===== config.mk =====
export PLATFORM = sky130hd
export DESIGN_NAME = trigger_scheduler
export DESIGN_NICKNAME = d
export VERILOG_FILES = /design/src/rtl/trigger_scheduler.sv
export SDC_FILE = /design/constraint.sdc
export NUM_CORES = 1
export LEC_CHECK = 0
export ABC_AREA = 0
export CORE_AREA = 10 10 177 179
export DETAILED_ROUTE_END_ITERATION = 12
export DIE_AREA = 0 0 187 189
export PLACE_DENSITY = 0.49
export SETUP_SLACK_MARGIN = 0.5
export SLEW_MARGIN = 0
export SYNTH_ARGS = -nofsm -noshare
export SYNTH_HDL_FRONTEND = slang
export SYNTH_SLANG_ARGS = --single-unit
export TNS_END_PERCENT = 20

===== constraint.sdc =====
create_clock -name i_clk -period 2.9 [get_ports i_clk]
set_input_delay 0.58 -clock i_clk [delete_from_list [all_inputs] [get_ports i_clk]]
set_output_delay 0.58 -clock i_clk [all_outputs]
set_load 0.01 [all_outputs]

===== src/rtl/trigger_scheduler.sv =====
// -----------------------------------------------------------------------------
// trigger_scheduler
//
// Sequences trigger generation for the acquisition path. One of three event
// sources is selected: the external input, the encoder step or the software
// strobe. Each accepted event is turned into a delayed pulse of programmable
// width, followed by a hold-off window. Events that arrive while the scheduler
// is busy are dropped and counted. A burst length of 0 runs continuously;
// otherwise the scheduler stops after that many triggers and pulses o_done.
//
// Ports
//   i_clk               system clock
//   i_aresetn           asynchronous active-low reset
//   ext_input           external trigger (asynchronous, synchronized here)
//   encoder_step_input  encoder step (asynchronous, synchronized here)
//   i_sw_trig           software trigger, synchronous one-cycle pulse
//   i_src_sel           0 ext, 1 encoder, 2 software, 3 none
//   i_arm               level: high runs, low aborts to idle
//   i_delay             cycles from event to trigger rise
//   i_width             trigger high time in cycles (0 behaves as 1)
//   i_holdoff           dead cycles after the trigger falls
//   i_burst             triggers per arm (0 = continuous)
//   o_trigger           registered trigger pulse
//   o_busy              high whenever the scheduler is not idle
//   o_done              one-cycle pulse when a burst completes
//   o_trig_cnt          triggers issued since arm (wraps)
//   o_missed_cnt        events dropped since arm (saturates)
// -----------------------------------------------------------------------------
module trigger_scheduler #(
  parameter int DW = 16,
  parameter int CW = 16
) (
  input  logic          i_clk,
  input  logic          i_aresetn,
  input  logic          ext_input,
  input  logic          encoder_step_input,
  input  logic          i_sw_trig,
  input  logic [1:0]    i_src_sel,
  input  logic          i_arm,
  input  logic [DW-1:0] i_delay,
  input  logic [DW-1:0] i_width,
  input  logic [DW-1:0] i_holdoff,
  input  logic [CW-1:0] i_burst,
  output logic          o_trigger,
  output logic          o_busy,
  output logic          o_done,
  output logic [CW-1:0] o_trig_cnt,
  output logic [CW-1:0] o_missed_cnt
);

  typedef enum logic [2:0] {
    IDLE    = 3'd0,
    WAIT    = 3'd1,
    DELAY   = 3'd2,
    PULSE   = 3'd3,
    HOLDOFF = 3'd4,
    DONE    = 3'd5
  } state_t;

  state_t        state, state_nxt;
  logic [DW-1:0] cnt, cnt_nxt;
  logic          pulse_start;
  logic          missed_inc;
  logic          post_done;
  logic          evt;
  logic          rearm_block;

  logic          ext_p0, ext_p1, ext_p2, ext_evt_p2;
  logic          enc_p0, enc_p1, enc_p2, enc_evt_p2;

  logic [1:0]    cfg_src;
  logic [DW-1:0] cfg_delay, cfg_width, cfg_holdoff;
  logic [CW-1:0] cfg_burst;

  function automatic logic [CW-1:0] sat_inc(input logic [CW-1:0] v);
    return (&v) ? v : v + 1'b1;
  endfunction

  // Down-counter preload for a phase of length v; a zero length still
  // occupies one cycle.
  function automatic logic [DW-1:0] len_m1(input logic [DW-1:0] v);
    return (v == '0) ? '0 : v - 1'b1;
  endfunction

  // Stage p0/p1: two-flop synchronizers. Stage p2: previous level and the
  // registered rising-edge strobe, valid two cycles after the first sample.
  always_ff @(posedge i_clk or negedge i_aresetn) begin
    if (!i_aresetn) begin
      ext_p0     <= 1'b0;
      ext_p1     <= 1'b0;
      ext_p2     <= 1'b0;
      ext_evt_p2 <= 1'b0;
      enc_p0     <= 1'b0;
      enc_p1     <= 1'b0;
      enc_p2     <= 1'b0;
      enc_evt_p2 <= 1'b0;
    end else begin
      ext_p0     <= ext_input;
      ext_p1     <= ext_p0;
      ext_p2     <= ext_p1;
      ext_evt_p2 <= ext_p1 & ~ext_p2;
      enc_p0     <= encoder_step_input;
      enc_p1     <= enc_p0;
      enc_p2     <= enc_p1;
      enc_evt_p2 <= enc_p1 & ~enc_p2;
    end
  end

  // Source selection uses the configuration latched at arm time. The
  // software strobe is already synchronous and bypasses the pipeline.
  always_comb begin
    evt = 1'b0;
    case (cfg_src)
      2'd0:    evt = ext_evt_p2;
      2'd1:    evt = enc_evt_p2;
      2'd2:    evt = i_sw_trig;
      default: evt = 1'b0;
    endcase
  end

  assign post_done = (cfg_burst != '0) && (o_trig_cnt == cfg_burst);

  always_comb begin
    state_nxt   = state;
    cnt_nxt     = cnt;
    pulse_start = 1'b0;
    missed_inc  = 1'b0;
    if (state != IDLE && !i_arm) begin
      // Abort takes priority over any event in the same cycle.
      state_nxt = IDLE;
    end else begin
      unique case (state)
        IDLE: begin
          if (i_arm && !rearm_block) state_nxt = WAIT;
        end
        WAIT: begin
          if (evt) begin
            if (cfg_delay != '0) begin
              state_nxt = DELAY;
              cnt_nxt   = cfg_delay - 1'b1;
            end else begin
              state_nxt   = PULSE;
              cnt_nxt     = len_m1(cfg_width);
              pulse_start = 1'b1;
            end
          end
        end
        DELAY: begin
          missed_inc = evt;
          if (cnt == '0) begin
            state_nxt   = PULSE;
            cnt_nxt     = len_m1(cfg_width);
            pulse_start = 1'b1;
          end else begin
            cnt_nxt = cnt - 1'b1;
          end
        end
        PULSE: begin
          missed_inc = evt;
          if (cnt == '0) begin
            if (cfg_holdoff != '0) begin
              state_nxt = HOLDOFF;
              cnt_nxt   = cfg_holdoff - 1'b1;
            end else begin
              state_nxt = post_done ? DONE : WAIT;
            end
          end else begin
            cnt_nxt = cnt - 1'b1;
          end
        end
        HOLDOFF: begin
          missed_inc = evt;
          if (cnt == '0) begin
            state_nxt = post_done ? DONE : WAIT;
          end else begin
            cnt_nxt = cnt - 1'b1;
          end
        end
        DONE: begin
          state_nxt = IDLE;
        end
        default: begin
          state_nxt = IDLE;
        end
      endcase
    end
  end

  // Stage p0 of the control path: state, counters, latched configuration and
  // outputs decoded from the next state so they leave straight from flops.
  always_ff @(posedge i_clk or negedge i_aresetn) begin
    if (!i_aresetn) begin
      state        <= IDLE;
      cnt          <= '0;
      rearm_block  <= 1'b0;
      cfg_src      <= '0;
      cfg_delay    <= '0;
      cfg_width    <= '0;
      cfg_holdoff  <= '0;
      cfg_burst    <= '0;
      o_trig_cnt   <= '0;
      o_missed_cnt <= '0;
      o_trigger    <= 1'b0;
      o_busy       <= 1'b0;
      o_done       <= 1'b0;
    end else begin
      state <= state_nxt;
      cnt   <= cnt_nxt;

      if (state == IDLE && state_nxt == WAIT) begin
        cfg_src      <= i_src_sel;
        cfg_delay    <= i_delay;
        cfg_width    <= i_width;
        cfg_holdoff  <= i_holdoff;
        cfg_burst    <= i_burst;
        o_trig_cnt   <= '0;
        o_missed_cnt <= '0;
      end else begin
        if (pulse_start) o_trig_cnt <= o_trig_cnt + 1'b1;
        if (missed_inc)  o_missed_cnt <= sat_inc(o_missed_cnt);
      end

      // After a completed burst the arm level must drop before a new run.
      if (!i_arm) begin
        rearm_block <= 1'b0;
      end else if (state == DONE) begin
        rearm_block <= 1'b1;
      end

      o_trigger <= (state_nxt == PULSE);
      o_busy    <= (state_nxt != IDLE);
      o_done    <= (state_nxt == DONE);
    end
  end

endmodule


==> flow_results.org <==
** STA
- Highest clock rate :: around 0.42 GHz
- Sum of negative setup slack :: 0 ns
- The worst path in the final design needs a cycle of between 2 and 2.5 ns, including I/O delays and setup.
- Final Hold Vio Count :: 0
- Worst clock skew :: about 0.017 ns
- Final-report max-slew violation count :: 0
- The worst pin sits at a relative slew slack of around 50%.
- Final Setup Violations :: 0
- RSZ-0062 raised after global routing :: true
- Final worst-path setup slack :: 0.5205 ns
- Pin slew with the least headroom to its limit :: about 0.75 ns
- The worst path uses 82.05% of the clock period.

** Critical path
- The worst register-to-register path ends at o_trig_cnt[10].
- Depth of the worst register-to-register path :: 6
- The startpoint identified for the worst register-to-register timing path is cnt[12].
- R2R Setup Slk :: ~0.52 ns
- STA puts the critical path data arrival time at 2.73 ns.
- The largest single stage delay on the critical path is 0.59 ns.
- Worst setup SP type :: register
- Worst Path Max Fanout :: 6
- The worst setup path is captured at a register.
- The slowest stage of the critical path belongs to the cell or4_4.
- The critical path goes through or4_4, nor3_4, and4_4, o211ai_1, or3_1, a21oi_2.
- For the worst setup path, the data required time is ~3.3 ns.
- Crit Path Class :: register to register

** Placed design
- Counting tap cells, the placed design contains a total of approximately 1,200 instances.
- The congestion estimate from routability-driven global placement came to 0.9069.
- Buffers placed on the I/O ports in this run total between 100 and 150.
- OpenSTA, run right after detailed placement, puts the worst setup slack at approximately 0.14 ns.
- Placement Cell Area :: 0.009135 mm²
- Detailed placement ended at an HPWL of 17.84 mm.

** Finish
- The library cell used most frequently in the layout, excluding fill and tap cells, is dfrtp_1.
- Layout-stage area growth over the synthesis result :: 35.23%
- Cells with a size suffix above 1 make up between 20% and 30% of the layout.
- The net count of the finished layout is 974.
- In the layout the commonest cells are dfrtp_1, clkdlybuf4s50_1, nor2_1.
- Final design area excluding fillers :: around 0.01 mm²
- Number of cells in the finished layout apart from fillers :: 1,283
- ANT cells :: 0

** Clocking
- The H-tree generated during clock tree synthesis spans 4 levels.
- Clock tree from TritonCTS :: yes
- Clock latency on the worst-skew pair :: between 0.4 and 0.5 ns
- Clock tree buffer depth :: 2
- Clock root buffer :: clkbuf_16
- Hold repair after CTS inserted 0 buffers.
- # clock sinks :: 129
- Clock buffers created by TritonCTS :: 17
- Clock-pin slew was measured on the worst setup and hold paths at roughly 0.070 ns.

** Synthesis
- Yosys printed 0 warnings.
- The number of nets handed over by synthesis was between 800 and 900.
- Fraction of registers with async set or reset after synthesis :: 100.0%
- After synthesis the netlist holds a flip-flop and latch count of approximately 130.
- Cell count after synthesis :: around 750
- After synthesis, the netlist uses a little under 70 different library cells.
- Each instance of the synthesized netlist takes up on average 9.874 µm².
- Sequential elements use 43.77% of the synthesized area.
- Among all flip-flop cells after synthesis, the most frequent one is dfrtp_1.
- Post-Synthesis Cell Area :: 0.007376 mm²
- In this run, synthesis inferred 0 flip-flops with an integrated enable.

** Floorplan
- The die is 187 µm wide.
- For this configuration, the core starts out at a cell density of roughly a quarter.
- In this run the count of I/O pins placed on the die edge is 107.
- In this run the vertical extent of the chip is 189 µm.
- The die covers 0.03534 mm².
- Row count :: slightly above 60
- The region available for standard cell placement spans 0.02763 mm².

** Route
- Wire length reported by the detailed router :: 24.07 mm
- Drt drc :: 0
- In this run the remaining antenna-violating nets after routing total 0.
- Overall via count from detail_route :: roughly 6,500
- Drt first-iter violations :: 441
- Average wire length per cell after detail routing :: 18.76 µm
- In the routed layout, each cell is associated on average with a via count of approximately 5.0.
- DRT Pass-1 Iters :: 5

** Hold path
- Worst min-delay path category :: primary input to asynchronous set/reset pin

** Global route
- The initial antenna violation count came to 0.
- The via count of the first global-routing pass is about 6,700.
- The first global-routing pass estimated 38.34 mm of wire.
- Global routing used 13.58% of the available tracks.
- The total overflow left after global routing is 0.
- Pin count of the biggest net entering global routing :: 60

** Power
- IR analysis of the VDD net gives a maximum drop of 0.3432 mV.
- In this run the static leakage power is between 3 and 4 nW.
- For this design the ratio of total power to cell area is roughly 880 mW/mm².

** Status
- The run finished with clean final reports.

** Job
- The tool flagged a number of max-cap violations equal to 0.
[through the flow]
step | utilization, % | hold slack (ns) | total power [mW]
CTS | 35.41 | 0.1635 | 8.604
global route | 36.10 | 0.1840 | 9.325
finish | 36.10 | 0.1374 | 8.768
detailed placement | 33.06 | 0.3389 | 6.432
floorplan | - | 0.2844 | 5.167
global placement | 33.06 | 0.3340 | 6.431
[flip-flops by register name, summed over array words and instances, names as in the netlist, 2 cells and up]
register / flops
cfg_src: 2
cfg_delay: 16
cfg_burst: 16
cfg_width: 16
o_trig_cnt: 16
o_missed_cnt: 16
cfg_holdoff: 16
state: 3
cnt: 16
[what timing repair did]
action | in CTS | in global routing
cloned | 1 | 1
endpoints found under the setup margin | 29 | 41
gates resized for setup | 11 | 34
buffers inserted | 8 | 6
pin swaps | 7 | 11
[kinds of logic (layout without fill, tap and decap cells)]
logic type	after synthesis	count (layout)	synth area share (%)
AOI/OAI and AO/OA	141	142	12.55
xor gates and xnor gates	71	71	8.431
adders and majority gates	7	7	1.187
buffers and inverters	47	203	2.714
DFF	129	129	43.77
muxes	68	68	10.25
and+or+nand+nor	284	285	21.10
[worst max path at each step]
| stage | start | end | slack (ns) | depth (start not counted) |
|---|---|---|---|---|
| 2_1_floorplan | cfg_width[0] | cnt[14] | 0.49 | 9 |
| 3_3_place_gp | i_sw_trig | o_trig_cnt[15] | 0.16 | 7 |
| 3_5_place_dp | i_sw_trig | o_trig_cnt[15] | 0.14 | 7 |
| 4_1_cts | cfg_width[5] | cnt[14] | 0.42 | 7 |
| 5_1_grt | cfg_delay[1] | o_trig_cnt[14] | 0.43 | 9 |
| 6_report | cnt[12] | o_trig_cnt[10] | 0.52 | 6 |
[routing by layer]
layer	up-vias	global-route usage (%)	share of wire [%]
li1	3071	-	-
met4	0	4.001	2.0
met2	185	22.57	48
met3	32	4.263	6.2
met1	3176	16.52	44
met5	-	0	0
[where the power goes]
part | switching [mW] | internal, mW | total [mW] | leakage (nW)
Combinational | 1.77 | 1.66 | 3.43 | 1.92
Sequential | 0.883 | 2.41 | 3.29 | 1.60
Clock | 0.838 | 1.21 | 2.04 | 0.252
[synthesized netlist by cell type (4+ instances only)]
cell	n	area share, %
a211oi_1	9	0.92
a21oi_1	20	1.4
a31oi_1	6	0.51
and3_1	5	0.42
and4_1	6	0.71
buf_2	4	0.27
clkbuf_1	23	1.2
dfrtp_1	129	44
ha_1	7	1.2
inv_1	15	0.76
mux2_2	60	9.2
mux2i_1	8	1.1
nand2_1	48	2.4
nand2b_1	5	0.42
nand3_1	16	1.1
nand4_1	17	1.4
nor2_1	64	3.3
nor2b_1	7	0.59
nor3_1	32	2.2
nor3b_1	4	0.41
nor4_1	28	2.4
o2111ai_1	5	0.59
o211ai_1	11	1.1
o21ai_0	49	3.3
o22ai_1	9	0.76
o31ai_1	6	0.61
or3_1	15	1.3
or4_1	11	1.1
xnor2_1	27	3.2
xor2_1	44	5.2
[cell type report]
class	instances	area, µm²
Clock inverter	9	86.33
Tap cell	378	473.0
Inverter	15	56.30
Fill cell	2863	17650
Multi-Input combinational cell	573	4169
Clock buffer	20	456.7
Sequential cell	129	3232
Timing Repair Buffer	159	1501
[critical path: cells and delay by family (launching register included)]
family / cells / cell delay [ns]
and+or+nand+nor: 4 / 1.54
DFF: 1 / 0.47
AOI/OAI and AO/OA: 2 / 0.30
No activity file was read; power rests on OpenSTA's default activity.
